`src/rtl/ex_pkg.sv`:
```
// Shared types and constants for the execute-to-memory stage.
//   op_class_t : instruction class seen by EX/MEM
//   sq_state_t : branch squash controller state
//   ex_mem_t   : EX/MEM latch payload
//   status_code() / branch_target() : small datapath helpers
package ex_pkg;

  localparam int unsigned DATA_W = 32;
  localparam int unsigned REG_W  = 5;
  localparam int unsigned IMM_W  = 17;
  localparam int unsigned OP_W   = 3;
  localparam int unsigned CNT_W  = 3;

  typedef enum logic [OP_W-1:0] {
    OP_ALU  = 3'd0,
    OP_ADD  = 3'd1,
    OP_ADDI = 3'd2,
    OP_SUB  = 3'd3,
    OP_BNE  = 3'd4,
    OP_BLT  = 3'd5,
    OP_LW   = 3'd6,
    OP_SW   = 3'd7
  } op_class_t;

  typedef enum logic {
    RUN    = 1'b0,
    SQUASH = 1'b1
  } sq_state_t;

  localparam logic [DATA_W-1:0] STAT_ADD  = 32'd1;
  localparam logic [DATA_W-1:0] STAT_ADDI = 32'd2;
  localparam logic [DATA_W-1:0] STAT_SUB  = 32'd3;

  typedef struct packed {
    logic [DATA_W-1:0] result;
    logic [DATA_W-1:0] store_data;
    logic [REG_W-1:0]  rd;
    logic [OP_W-1:0]   op;
  } ex_mem_t;

  // Status code written to rstatus for an overflowing arithmetic op.
  function automatic logic [DATA_W-1:0] status_code(input op_class_t op);
    logic [DATA_W-1:0] code;
    code = '0;
    case (op)
      OP_ADD:  code = STAT_ADD;
      OP_ADDI: code = STAT_ADDI;
      OP_SUB:  code = STAT_SUB;
      default: code = '0;
    endcase
    return code;
  endfunction

  // Branch target: pc + 1 + sign-extended offset, wrapping at 32 bits.
  function automatic logic [DATA_W-1:0] branch_target(input logic [DATA_W-1:0] pc,
                                                      input logic [IMM_W-1:0]  imm);
    return pc + DATA_W'(1) + {{(DATA_W-IMM_W){imm[IMM_W-1]}}, imm};
  endfunction

endpackage

```
`src/rtl/branch_squash_ctrl.sv`:
```
// RUN/SQUASH controller: after a taken branch in RUN, kills the next
// SQUASH_SLOTS accepted instructions and emits a one-cycle redirect pulse.
//   clock, reset_n : clock, async active-low reset
//   accept_i       : an instruction is accepted this cycle
//   taken_i        : the accepted instruction is a taken branch
//   kill_o         : instruction accepted this cycle must be dropped
//   redirect_o     : registered redirect pulse, cycle after the taken accept
module branch_squash_ctrl
  import ex_pkg::*;
#(
  parameter int unsigned SQUASH_SLOTS = 2
) (
  input  logic clock,
  input  logic reset_n,
  input  logic accept_i,
  input  logic taken_i,
  output logic kill_o,
  output logic redirect_o
);

  sq_state_t        state_q, state_d;
  logic [CNT_W-1:0] cnt_q, cnt_d;
  logic             redirect_q, redirect_d;

  // State register.
  always_ff @(posedge clock or negedge reset_n) begin
    if (!reset_n) begin
      state_q    <= RUN;
      cnt_q      <= '0;
      redirect_q <= 1'b0;
    end else begin
      state_q    <= state_d;
      cnt_q      <= cnt_d;
      redirect_q <= redirect_d;
    end
  end

  // Next state; only accepted instructions consume squash slots.
  always_comb begin
    state_d    = state_q;
    cnt_d      = cnt_q;
    redirect_d = 1'b0;
    case (state_q)
      RUN: begin
        if (accept_i && taken_i) begin
          state_d    = SQUASH;
          cnt_d      = CNT_W'(SQUASH_SLOTS);
          redirect_d = 1'b1;
        end
      end
      SQUASH: begin
        if (accept_i) begin
          cnt_d = cnt_q - CNT_W'(1);
          if (cnt_q == CNT_W'(1)) begin
            state_d = RUN;
          end
        end
      end
      default: state_d = RUN;
    endcase
  end

  assign kill_o     = (state_q == SQUASH);
  assign redirect_o = redirect_q;

endmodule

```
`src/rtl/ex_mem_resolve.sv`:
```
// Execute-to-memory stage: latches ALU results into the EX/MEM register with
// a valid/ready handshake, resolves bne/blt, redirects fetch and squashes the
// wrong-path instructions behind a taken branch.
// Optional macro RSTATUS_EN: rewrites overflowing add/addi/sub into a write
// of a status code to register RSTATUS_REG.
//   clock, reset_n          : clock, async active-low reset
//   in_valid / in_ready     : upstream handshake
//   op_class, alu_result, alu_overflow, alu_ne, alu_lt, pc, imm, store_data, rd
//                           : instruction fields from EX
//   out_valid / out_ready   : downstream handshake
//   out_result, out_store_data, out_rd, out_op : EX/MEM latch contents
//   redirect, redirect_pc   : taken-branch fetch redirect
module ex_mem_resolve
  import ex_pkg::*;
#(
  parameter int unsigned SQUASH_SLOTS = 2
`ifdef RSTATUS_EN
  , parameter int unsigned RSTATUS_REG = 30
`endif
) (
  input  logic        clock,
  input  logic        reset_n,
  input  logic        in_valid,
  output logic        in_ready,
  input  logic [2:0]  op_class,
  input  logic [31:0] alu_result,
  input  logic        alu_overflow,
  input  logic        alu_ne,
  input  logic        alu_lt,
  input  logic [31:0] pc,
  input  logic [16:0] imm,
  input  logic [31:0] store_data,
  input  logic [4:0]  rd,
  output logic        out_valid,
  input  logic        out_ready,
  output logic [31:0] out_result,
  output logic [31:0] out_store_data,
  output logic [4:0]  out_rd,
  output logic [2:0]  out_op,
  output logic        redirect,
  output logic [31:0] redirect_pc
);

  ex_mem_t           latch_q, latch_d;
  logic              valid_q, valid_d;
  logic [DATA_W-1:0] rpc_q, rpc_d;
  op_class_t         op_c;
  logic              accept_c;
  logic              taken_c;
  logic              kill_c;

  assign op_c     = op_class_t'(op_class);
  // Held low during reset so nothing is offered as accepted.
  assign in_ready = reset_n && (!valid_q || out_ready);
  assign accept_c = in_valid && in_ready;
  assign taken_c  = ((op_c == OP_BNE) && alu_ne) || ((op_c == OP_BLT) && alu_lt);

  branch_squash_ctrl #(
    .SQUASH_SLOTS(SQUASH_SLOTS)
  ) u_squash (
    .clock      (clock),
    .reset_n    (reset_n),
    .accept_i   (accept_c),
    .taken_i    (taken_c),
    .kill_o     (kill_c),
    .redirect_o (redirect)
  );

`ifndef RSTATUS_EN
  logic unused_ovf;
  assign unused_ovf = alu_overflow;
`endif

  // EX/MEM latch next-state; squashed instructions are consumed but invalid.
  always_comb begin
    valid_d = valid_q;
    latch_d = latch_q;
    rpc_d   = rpc_q;
    if (accept_c) begin
      valid_d            = !kill_c;
      latch_d.result     = alu_result;
      latch_d.store_data = store_data;
      latch_d.rd         = rd;
      latch_d.op         = op_class;
      if (op_c inside {OP_BNE, OP_BLT, OP_SW}) begin
        latch_d.rd = '0;
      end
`ifdef RSTATUS_EN
      if (alu_overflow && (op_c inside {OP_ADD, OP_ADDI, OP_SUB})) begin
        latch_d.rd     = REG_W'(RSTATUS_REG);
        latch_d.result = status_code(op_c);
      end
`endif
      if (taken_c && !kill_c) begin
        rpc_d = branch_target(pc, imm);
      end
    end else if (out_ready) begin
      valid_d = 1'b0;
    end
  end

  // EX/MEM latch registers.
  always_ff @(posedge clock or negedge reset_n) begin
    if (!reset_n) begin
      valid_q <= 1'b0;
      latch_q <= '0;
      rpc_q   <= '0;
    end else begin
      valid_q <= valid_d;
      latch_q <= latch_d;
      rpc_q   <= rpc_d;
    end
  end

  assign out_valid      = valid_q;
  assign out_result     = latch_q.result;
  assign out_store_data = latch_q.store_data;
  assign out_rd         = latch_q.rd;
  assign out_op         = latch_q.op;
  assign redirect_pc    = rpc_q;

endmodule

```
`config.mk`:
```
export PLATFORM = sky130hd
export DESIGN_NAME = ex_mem_resolve
export DESIGN_NICKNAME = d
export VERILOG_FILES = /design/src/rtl/ex_pkg.sv /design/src/rtl/branch_squash_ctrl.sv /design/src/rtl/ex_mem_resolve.sv
export SDC_FILE = /design/constraint.sdc
export NUM_CORES = 1
export LEC_CHECK = 0
export ABC_AREA = 0
export CAP_MARGIN = 0
export CORE_MARGIN = 3
export CORE_UTILIZATION = 35
export CTS_BUF_LIST = sky130_fd_sc_hd__clkbuf_4 sky130_fd_sc_hd__clkbuf_8 sky130_fd_sc_hd__clkbuf_16
export DETAILED_ROUTE_END_ITERATION = 8
export HOLD_SLACK_MARGIN = 0.03
export PLACE_DENSITY_LB_ADDON = 0.25
export SLEW_MARGIN = 20
export SYNTH_ARGS = -nofsm -noshare
export SYNTH_HDL_FRONTEND = slang
export SYNTH_SLANG_ARGS = --single-unit
export TNS_END_PERCENT = 20
```
`constraint.sdc`:
```
create_clock -name clock -period 2.1 [get_ports clock]
set_input_delay 0.63 -clock clock [delete_from_list [all_inputs] [get_ports clock]]
set_output_delay 0.63 -clock clock [all_outputs]
set_load 0.05 [all_outputs]
```
[After elaboration in Yosys (flattened, before gate mapping)]
Index checks and enable logic that the tools add are counted.
Storage, ports and cells
  bits in registers: 110
  bits of input ports: 128
  output and inout bits: 107
Cells by class
  equality and inequality tests: 6
  mux-type cells: 11
  add/subtract/negate cells: 3
  bitwise gates (word level): 1
  reduce and logical (&&, ||, !) cells: 14
Operator list (number)
  32-bit by 1-bit adder with 32-bit output (second input constant): 1
  32-bit adder: 1
  3-bit == test (second input constant): 3
  1-bit logical AND: 6
  1-bit 2-to-1 mux: 6
  3-bit 2-to-1 mux: 2
  3-bit one-hot mux with 2 select lines: 1
  5-bit 2-to-1 mux: 1
  2-bit by 1-bit inequality test with 1-bit output (second input constant): 2
  2-bit AND reduction: 2
  3-bit by 1-bit == test with 1-bit output (second input constant): 1
  3-bit nonzero test: 1
  3-bit by 1-bit subtractor with 3-bit output (second input constant): 1
  1-bit logical NOT: 2
  1-bit logical OR: 2
  1-bit one-hot mux with 2 select lines: 1
  2-bit nonzero test: 1
  1-bit NOT: 1

[Longest topological paths before layout]
Gate-level depths: netlist (run 1).
  depth in word-level cells: 7
  gate-level depth with buffers: 11
  mapped depth without buffers: 11

[Modules after synthesis]
Synthesis (run 1) repeated with hierarchy kept, for this count alone.
Unflattened totals
  cells, all modules: 682
  area, all modules: 5876.9 um^2
Modules (own cells, without submodules)
  ex_mem_resolve: sequential area each 2627.5 um^2, area each 5617.9 um^2, times used 1, cells an instance 659
  branch_squash_ctrl: sequential area each 125.1 um^2, area each 259.0 um^2, times used 1, cells an instance 23

[Worst setup path after synthesis (run 1)]
OpenSTA, ideal clock, no wires.
  path kind: input port to flip-flop
  start point: input pc[0]
  end point: register rpc_q[20], in the netlist redirect_pc[20]
  stages on the path: 11
  setup slack: -0.628 ns
  buffers on the path: 0
  library setup time: 0.104 ns
  required time: 1.996 ns
  arrival: 2.624 ns
  cells stage by stage: inv_1 > ha_1 > inv_1 > fa_1 > a21o_1 > a221oi_2 > o21a_1 > a211o_1 > nand2b_1 > a31o_2 > o311ai_1
On the way
  word-level cells in the longest chain between the ends: 2
RTL lines
  start: declaration: RTL line ex_mem_resolve.sv:30  | input logic [31:0] pc,
  32-bit by 1-bit adder with 32-bit output: RTL line ex_pkg.sv:57  | return pc + DATA_W'(1) + {{(DATA_W-IMM_W){imm[IMM_W-1]}}, imm};
  32-bit adder: RTL line ex_pkg.sv:57
  end signal: assignment: RTL line ex_mem_resolve.sv:111  | rpc_q <= rpc_d;
  end: declaration: RTL line ex_mem_resolve.sv:46  | logic [DATA_W-1:0] rpc_q, rpc_d;
Every way passes these cells.
A chain may end at the register's enable or synchronous reset.

[Worst setup path in the final report (run 1)]
  start point: input pc[5]
  end point: register rpc_q[26], in the netlist redirect_pc[26]
The elaborated chain is that of the path after synthesis.

==> results.sh, run 1 <==
export IMPL_status="finished with violations"
export IMPL_violations="negative setup slack"
export IMPL_drc=0
export IMPL_yosys_most_used_dff="dfrtp_1"
export IMPL_cts_buffers=9
export IMPL_async_flop_share=1.000
export IMPL_regToRegStartpoint="out_valid"
export IMPL_start_util=0.3607
export IMPL_r2r_slack_ps=390
export IMPL_antenna_left=0
export IMPL_drtIter0Drc=272
export IMPL_rr_worst_depth=6
export IMPL_pin_count=235
export IMPL_die_w_um=137.2
export IMPL_grt_pass1_vias=5842
export IMPL_min_path_cells=2
export IMPL_diodes=0
export IMPL_post_place_ws_ps=-1212
export IMPL_cts_sinks=110
export IMPL_cp_num_buf_inv=3
export IMPL_final_nets=1210
export IMPL_min_period_ps=2399
export IMPL_setup_viol=20
export IMPL_grt_antenna_before_repair=0
export IMPL_fin_ws_ps=-299.0
export IMPL_fin_worst_skew_ps=5.897
export IMPL_tns_ps=-3342
export IMPL_p_leak_uw=0.005020
export IMPL_synth_edf_count=0
export IMPL_final_hold_viol_count=0
export IMPL_cts_tree="yes"
export IMPL_htreeDepth=3
export IMPL_grt_max_degree=111
export IMPL_min_from="out_rd[3]"
export IMPL_syn_nets=875
export IMPL_path_clk_slew_ps=80
export IMPL_multi_input_area_um2=3654
export IMPL_reg2reg_to="redirect_pc[25]"
export IMPL_final_common_cell="nand2_1"
export IMPL_firstDrtPassIters=6
export IMPL_max_cap_viol_count=0
export IMPL_yosysUniqueCellTypes=56
export IMPL_drive_above_1_share=0.3181
export IMPL_cpMaxStageDelayCell="a211o_4"
export IMPL_timing_final_crit_share=1.142
export IMPL_post_drt_wl_per_cell_um=14.83
export IMPL_layout_common_cells="nand2_1, buf_4, dfrtp_1"
export IMPL_crit_type="input pin to flip-flop"
export IMPL_clk_latency_ps=340
export IMPL_total_power_uw=10140
export IMPL_dieHeight_um=137.2
export IMPL_fmax_mhz=416.8
export IMPL_final_util=0.6101
export IMPL_syn_to_final_growth_pct=69.15
export IMPL_yosys_warnings=0
export IMPL_syn_inst=713
export IMPL_hold_class="flip-flop to flip-flop"
export IMPL_cp_arrival_ps=2630
export IMPL_post_dp_hpwl_mm=13.98
export IMPL_synth_area_um2=6023
export IMPL_synth_seq_area_share=0.4570
export IMPL_syn_area_per_cell_um2=8.448
export IMPL_hold_end="out_rd[3]"
export IMPL_grt_pass1_wl_mm=29.79
export IMPL_clock_root_buffer="clkbuf_16"
export IMPL_dp_cells=1237
export IMPL_final_cells=1273
export IMPL_wl_mm=18.88
export IMPL_num_fill_cells=1417
export IMPL_start_kind="input pin"
export IMPL_port_buffers=233
export IMPL_rsz0062_at_grt="yes"
export IMPL_place_gp_congestion=0.8883
export IMPL_drv_slew=0
export IMPL_regArea_um2=2753
export IMPL_grtUsageTotal=0.1970
export IMPL_crit_chain="dlygate4sd2_1, ha_4, and3_4, a221oi_2, o21a_1, buf_4, a211o_4, buf_6, o31ai_4, xnor2_1, o21ai_1"
export IMPL_cts_buffer_depth=2
export IMPL_tightest_slew_ps=593.1
export IMPL_num_rows=47
export IMPL_startpoint="pc[5]"
export IMPL_endpoint_kind="flip-flop"
export IMPL_cp_slowest_stage_delay_ps=370
export IMPL_peakVddDrop_uv=757.7
export IMPL_viasPerCell=4.755
export IMPL_vias=6053
export IMPL_cts_hold_repair_buffers=0
export IMPL_crit_fanout=5
export IMPL_maxSlewHeadroom=0.6046
export IMPL_dieArea_um2=18820
export IMPL_synth_seq_cells=110
export IMPL_powerDensity_nw_per_um2=995.3
export IMPL_gr_total_overflow=0
export IMPL_core_area_um2=16700
export IMPL_cp_top_family="compound AO/OA/AOI/OAI gates"
export IMPL_required_ps=2330
==> cell families (layout without fill, tap and decap cells) <==
| logic type | Yosys count | count (layout) | synth area share |
|---|---|---|---|
| multiplexers | 3 | 3 | 0.005401 |
| buffers and inverters | 53 | 393 | 0.03573 |
| flip-flops | 110 | 110 | 0.4570 |
| AND/OR/NAND/NOR | 345 | 345 | 0.2383 |
| adder cells (fa/ha/maj) | 34 | 34 | 0.07187 |
| AO/OA/AOI/OAI | 141 | 141 | 0.1525 |
| XOR/XNOR | 27 | 27 | 0.03926 |
==> synth_stat cells (all sizes together), types with 4 or more instances <==
master	n	area, µm²
xor2	9	78.83
clkbuf	28	106.4
a21oi	27	138.9
nand4	13	96.34
o21a	5	37.54
inv	13	48.80
a21o	15	112.6
o211ai	5	37.54
xnor2	18	157.7
ha	33	412.9
dfrtp	110	2753
and3	7	48.80
a211oi	8	65.06
nand2b	7	43.79
o21ai	52	260.3
nand3	16	80.08
buf	12	60.05
nor3	4	20.02
nor2	19	71.32
nand2	269	1010
o21bai	5	37.54
==> worst register-to-register path, stage by stage, from the launching register on <==
cell	delay (ps)
dfrtp_1	420
nand2b_4	90
and3_2	180
nand2_1	50
or2_4	300
or4_1	530
nand3_1	90
==> state kept, by name, summed over array words and instances (netlist names) <==
| signal | flops |
|---|---|
| out_op | 3 |
| out_rd | 5 |
| out_result | 32 |
| out_store_data | 32 |
| out_valid | 1 |
| redirect_pc | 32 |
| u_squash.cnt_q | 3 |
| u_squash.kill_o | 1 |
| u_squash.redirect_o | 1 |
==> cell type report <==
class                   instances  share of cell area
clock buffers                  10             0.02284
well taps                     220             0.02702
inverters                      13            0.006877
repair buffers                363              0.3047
clock inverters                 6            0.009088
multi-input cells             550              0.3586
repair inverters                1           0.0007368
flip-flops and latches        110              0.2702
==> per-layer routing <==
metal	routed length, µm	vias to the layer above	global-route usage	part of all wire
met4	244	0	0.04712	0.013
li1	-	3083	-	-
met5	0	-	0	0
met2	9265	166	0.3401	0.49
met3	1255	18	0.03725	0.066
met1	8111	2786	0.2560	0.43
==> repair_timing <==
| action | 4_1_cts | 5_1_grt |
|---|---|---|
| endpoints found under the setup margin | 39 | 33 |
| buffers inserted | 15 | 4 |
| cloned | 0 | 1 |
| gates resized for setup | 165 | 26 |
| pin swaps | 70 | 17 |
==> worst max-delay path by stage <==
| stage | to | slack, ps | cells after the start |
|---|---|---|---|
| final | redirect_pc[26] | -300 | 11 |
| after global routing | redirect_pc[20] | -360 | 13 |
| after global placement | redirect_pc[28] | -1180 | 11 |
| after floorplan | redirect_pc[20] | -540 | 11 |
| after CTS | redirect_pc[26] | -300 | 14 |
| after detailed placement | redirect_pc[20] | -1210 | 12 |
==> metrics by stage <==
| step | hold WS (ps) | cell area, µm² |
|---|---|---|
| 2_1_floorplan | 334.4 | 6056 |
| 3_3_place_gp | 451.4 | 9129 |
| 3_5_place_dp | 459.2 | 9129 |
| 4_1_cts | 476.0 | 10060 |
| 5_1_grt | 492.6 | 10190 |
| 6_report | 470.3 | 10190 |
==> report_power, final <==
part / internal (µW) / total (µW) / switching, µW / leakage, µW
clock: 1070 / 1870 / 799 / 0.000158
sequential: 2720 / 3080 / 365 / 0.00137
combinational: 1810 / 5190 / 3380 / 0.00349
total: 5600 / 10100 / 4540 / 0.00502
Power figures use the tool's default switching activity.
==> run 2: changes to the inputs <==
TNS_END_PERCENT = 1   (was 20)
==> results.sh, run 2 (synthesized netlist as in run 1, its figures left out) <==
export IMPL_status="finished with violations"
export IMPL_violations="negative setup slack"
export IMPL_grt_max_degree=111
export IMPL_use_met1=0.2413
export IMPL_start_kind="input pin"
export IMPL_vias=6006
export IMPL_grtUsageTotal=0.1863
export IMPL_drive_above_1_share=0.3044
export IMPL_crit_type="input pin to flip-flop"
export IMPL_fmax_mhz=405.3
export IMPL_cts_tree="yes"
export IMPL_dieArea_um2=18820
export IMPL_pin_count=235
export IMPL_hold_class="input pin to async pin"
export IMPL_cts_sinks=110
export IMPL_post_drt_wl_per_cell_um=14.45
export IMPL_clock_root_buffer="clkbuf_16"
export IMPL_rsz0062_at_grt="yes"
export IMPL_layout_common_cells="nand2_1, buf_4, dfrtp_1"
export IMPL_grt_antenna_before_repair=0
export IMPL_cts_buffer_depth=2
export IMPL_min_period_ps=2467
export IMPL_htreeDepth=3
export IMPL_dieHeight_um=137.2
export IMPL_maxSlewHeadroom=0.6076
export IMPL_cts_hold_repair_buffers=0
export IMPL_syn_to_final_growth_pct=65.66
export IMPL_hold_slack_ps=474.4
export IMPL_max_cap_viol_count=0
export IMPL_viasPerCell=4.737
export IMPL_met2_usage=0.3237
export IMPL_tns_ps=-5208
export IMPL_drtIter0Drc=254
export IMPL_gr_total_overflow=0
export IMPL_port_buffers=233
export IMPL_crit_chain="buf_12, inv_12, ha_4, inv_2, fa_2, a21o_1, a221oi_4, o21a_1, buf_4, a211o_1, buf_6, o311ai_4, xnor2_1, o21ai_1"
export IMPL_timing_final_crit_share=1.175
export IMPL_endpoint_kind="flip-flop"
export IMPL_path_clk_slew_ps=70
export IMPL_start_util=0.3607
export IMPL_final_common_cell="nand2_1"
export IMPL_place_area_um2=9176
export IMPL_clk_latency_ps=350
export IMPL_cp_top_family="compound AO/OA/AOI/OAI gates"
export IMPL_post_dp_hpwl_mm=13.99
export IMPL_final_hold_viol_count=0
export IMPL_grt_pass1_vias=5583
export IMPL_cp_slowest_stage_delay_ps=330
export IMPL_powerDensity_nw_per_um2=994.7
export IMPL_diodes=0
export IMPL_final_nets=1206
export IMPL_drc=0
export IMPL_tightest_slew_ps=588.6
export IMPL_grt_pass1_wl_mm=27.88
export IMPL_firstDrtPassIters=4
export IMPL_total_power_uw=9925
export IMPL_wl_mm=18.32
export IMPL_p_leak_uw=0.004973
export IMPL_setup_viol=24
export IMPL_crit_fanout=4
export IMPL_place_gp_congestion=0.8319
export IMPL_stdcell_area_um2=9978
export IMPL_required_ps=2330
export IMPL_gr_max_usage_layer="met2"
export IMPL_cts_buffers=9
export IMPL_met3_usage=0.02812
export IMPL_fin_worst_skew_ps=12.16
export IMPL_drv_slew=0
export IMPL_fin_ws_ps=-367.3
export IMPL_die_w_um=137.2
export IMPL_antenna_left=0
export IMPL_cpMaxStageDelayCell="fa_2"
export IMPL_cp_num_buf_inv=5
export IMPL_num_rows=47
export IMPL_peakVddDrop_uv=526.8
export IMPL_core_area_um2=16700
export IMPL_final_util=0.5975
export IMPL_cp_arrival_ps=2690
==> run 2: final cells by class <==
type                       instances  area [µm²]
sequential                       110        2753
multi-input combinational        550        3466
fill                            1489        6723
clock inverter                     4       55.05
inverter                          13       66.31
timing repair buffer             360        3117
clock buffer                      11       246.5
tap                              220       275.3
==> run 2: path summary, 6_finish.rpt <==
check | from | cells after the start | to | slack (ps)
setup reg to reg | out_valid | 8 | redirect_pc[20] | 340
max in group asynchronous | reset_n | 3 | redirect_pc[17] | 1180
min in group clock | out_store_data[20] | 2 | out_store_data[20] | 470
hold / removal | reset_n | 3 | out_result[18] | 470
setup / recovery | imm[0] | 14 | redirect_pc[30] | -370
hold reg to reg | out_store_data[20] | 2 | out_store_data[20] | 470
==> run 2: metrics by stage <==
step                setup WS [ps]  cells
finish                     -367.3   1268
detailed placement          -1233   1242
global placement            -1122   1242
CTS                        -353.5   1268
floorplan                  -540.4    713
global route               -469.3   1268
==> run 2: power by group <==
group          switching (µW)  leakage, µW  internal [µW]
Sequential                358      0.00137           2720
Combinational            3330      0.00346           1780
Clock                     767     0.000146            972
Total                    4460      0.00497           5470
==> run 2: metal layers <==
layer | routed length, µm | vias to the layer above
met5 | 0 | -
met4 | 85 | 0
met3 | 1216 | 4
met2 | 9226 | 161
met1 | 7796 | 2779
li1 | - | 3062
==> run 2: timing repair <==
item                                    in CTS  in global routing
resized for setup                          126                 19
endpoints found under the setup margin      39                 33
pin swaps                                   49                  4
endpoints found under the hold margin        0                  0
buffers inserted                            11                  0
==> run 2: tightest hold or removal path, delay by kind of cell <==
kind                   cells  cell delay [ps]
buffers and inverters      3              650
==> run 3: changes to the inputs <==
CORE_MARGIN = unset   (was 3)
CTS_CLUSTER_SIZE = 10   (was unset)
REMOVE_ABC_BUFFERS = 1   (was unset)
==> results.sh, run 3 (synthesized netlist as in run 1, its figures left out) <==
export IMPL_dieArea_um2=17740
export IMPL_p_leak_uw=0.005053
export IMPL_grtUsageTotal=0.2109
export IMPL_place_gp_congestion=0.9009
export IMPL_vias=6235
export IMPL_fmax_mhz=409.1
export IMPL_port_buffers=233
export IMPL_hold_class="input pin to async pin"
export IMPL_cts_buffers=9
export IMPL_final_nets=1221
export IMPL_pin_count=235
export IMPL_diodes=0
export IMPL_grt_pass1_vias=6053
export IMPL_start_util=0.3607
export IMPL_max_cap_viol_count=0
export IMPL_endpoint_kind="flip-flop"
export IMPL_status="finished with violations"
export IMPL_setup_viol=24
export IMPL_cts_buffer_depth=2
export IMPL_gr_total_overflow=0
export IMPL_cts_hold_repair_buffers=0
export IMPL_die_w_um=133.2
export IMPL_tns_ps=-4346
export IMPL_grt_max_degree=74
export IMPL_cts_sinks=110
export IMPL_layout_common_cells="nand2_1, buf_4, dfrtp_1"
export IMPL_min_period_ps=2445
export IMPL_cp_arrival_ps=2740
export IMPL_reg2reg_to="redirect_pc[20]"
export IMPL_regToRegStartpoint="out_valid"
export IMPL_peakVddDrop_uv=642.4
export IMPL_post_drt_wl_per_cell_um=14.60
export IMPL_powerDensity_nw_per_um2=986.7
export IMPL_clk_latency_ps=350
export IMPL_hold_slack_ps=301.5
export IMPL_post_dp_hpwl_mm=14.09
export IMPL_final_common_cell="nand2_1"
export IMPL_timing_final_crit_share=1.164
export IMPL_fin_ws_ps=-344.5
export IMPL_rsz0062_at_grt="yes"
export IMPL_viasPerCell=4.856
export IMPL_grt_antenna_before_repair=0
export IMPL_drv_slew=0
export IMPL_drtIter0Drc=237
export IMPL_grt_pass1_wl_mm=29.86
export IMPL_fin_worst_skew_ps=7.277
export IMPL_crit_fanout=5
export IMPL_path_clk_slew_ps=80
export IMPL_r2r_slack_ps=240
export IMPL_drc=0
export IMPL_clock_root_buffer="clkbuf_16"
export IMPL_crit_type="input pin to flip-flop"
export IMPL_maxSlewHeadroom=0.6218
export IMPL_antenna_left=0
export IMPL_violations="negative setup slack"
export IMPL_required_ps=2400
export IMPL_final_util=0.6027
export IMPL_rr_worst_depth=8
export IMPL_dieHeight_um=133.2
export IMPL_final_hold_viol_count=0
export IMPL_wl_mm=18.74
export IMPL_core_area_um2=16700
export IMPL_htreeDepth=3
export IMPL_tightest_slew_ps=567.3
export IMPL_syn_to_final_growth_pct=67.12
export IMPL_firstDrtPassIters=5
export IMPL_num_rows=47
export IMPL_start_kind="input pin"
export IMPL_drive_above_1_share=0.3148
export IMPL_cts_tree="yes"
==> run 3: cell count changes in the layout (fill, tap and decap cells not counted), sizes merged <==
cell,delta
clkinvlp,-1
clkinv,+1
clkdlybuf4s15,-11
bufinv,-1
dlygate4sd2,+13
clkbuf,+1
clkdlybuf4s50,-4
buf,+12
inv,+3
dlymetal6s2s,+3
==> run 3: critical path: stages <==
cell and delay (ps):
clkdlybuf4s50_1 450, ha_4 300, buf_4 120, nand4_1 100, nor4_2 310, a211oi_2 110
buf_4 170, or4_1 480, nand3_2 70
==> run 3: how the worst max path moves through the flow <==
stage,start,end,slack (ps),cells past startpoint
global placement,pc[0],redirect_pc[31],-1030,12
floorplan,out_ready,redirect_pc[20],-1670,8
detailed placement,imm[0],redirect_pc[30],-1090,13
global route,imm[9],redirect_pc[25],-450,9
finish,imm[9],redirect_pc[25],-340,9
CTS,imm[0],redirect_pc[30],-350,13
==> run 3: power by group <==
part	switching, µW	leakage (µW)	internal, µW
Clock	853	0.000149	873
Combinational	3330	0.00353	1800
Sequential	359	0.00137	2720
Total	4540	0.00505	5390
==> run 3: timing repair <==
action | in CTS | in global routing
gates resized for setup | 106 | 41
setup buffers | 7 | 3
pin swaps | 46 | 37
setup endpoints to repair | 43 | 33
==> run 3: final cells by class <==
cell class | instances | area [µm²]
Fill cell | 1495 | 6635
Clock inverter | 6 | 62.56
Inverter | 13 | 53.80
Timing Repair Buffer | 375 | 3206
Clock buffer | 10 | 239.0
Multi-Input combinational cell | 550 | 3477
Tap cell | 220 | 275.3
Sequential cell | 110 | 2753
==> run 3: routing by layer <==
| layer | global-route usage | wire length, µm |
|---|---|---|
| met5 | 0 | 0 |
| met4 | 0.08523 | 444 |
| met3 | 0.02892 | 1018 |
| met2 | 0.3653 | 9171 |
| met1 | 0.2646 | 8110 |
==> run 3: metrics by stage <==
step | setup slack [ps] | total power (µW) | cells | cell area, µm²
2_1_floorplan | -1675 | 6149 | 673 | 5857
3_3_place_gp | -1030 | 8078 | 1258 | 9286
3_5_place_dp | -1088 | 8125 | 1258 | 9286
4_1_cts | -345.8 | 9946 | 1281 | 9908
5_1_grt | -447.7 | 10450 | 1284 | 10070
6_report | -344.5 | 9932 | 1284 | 10070
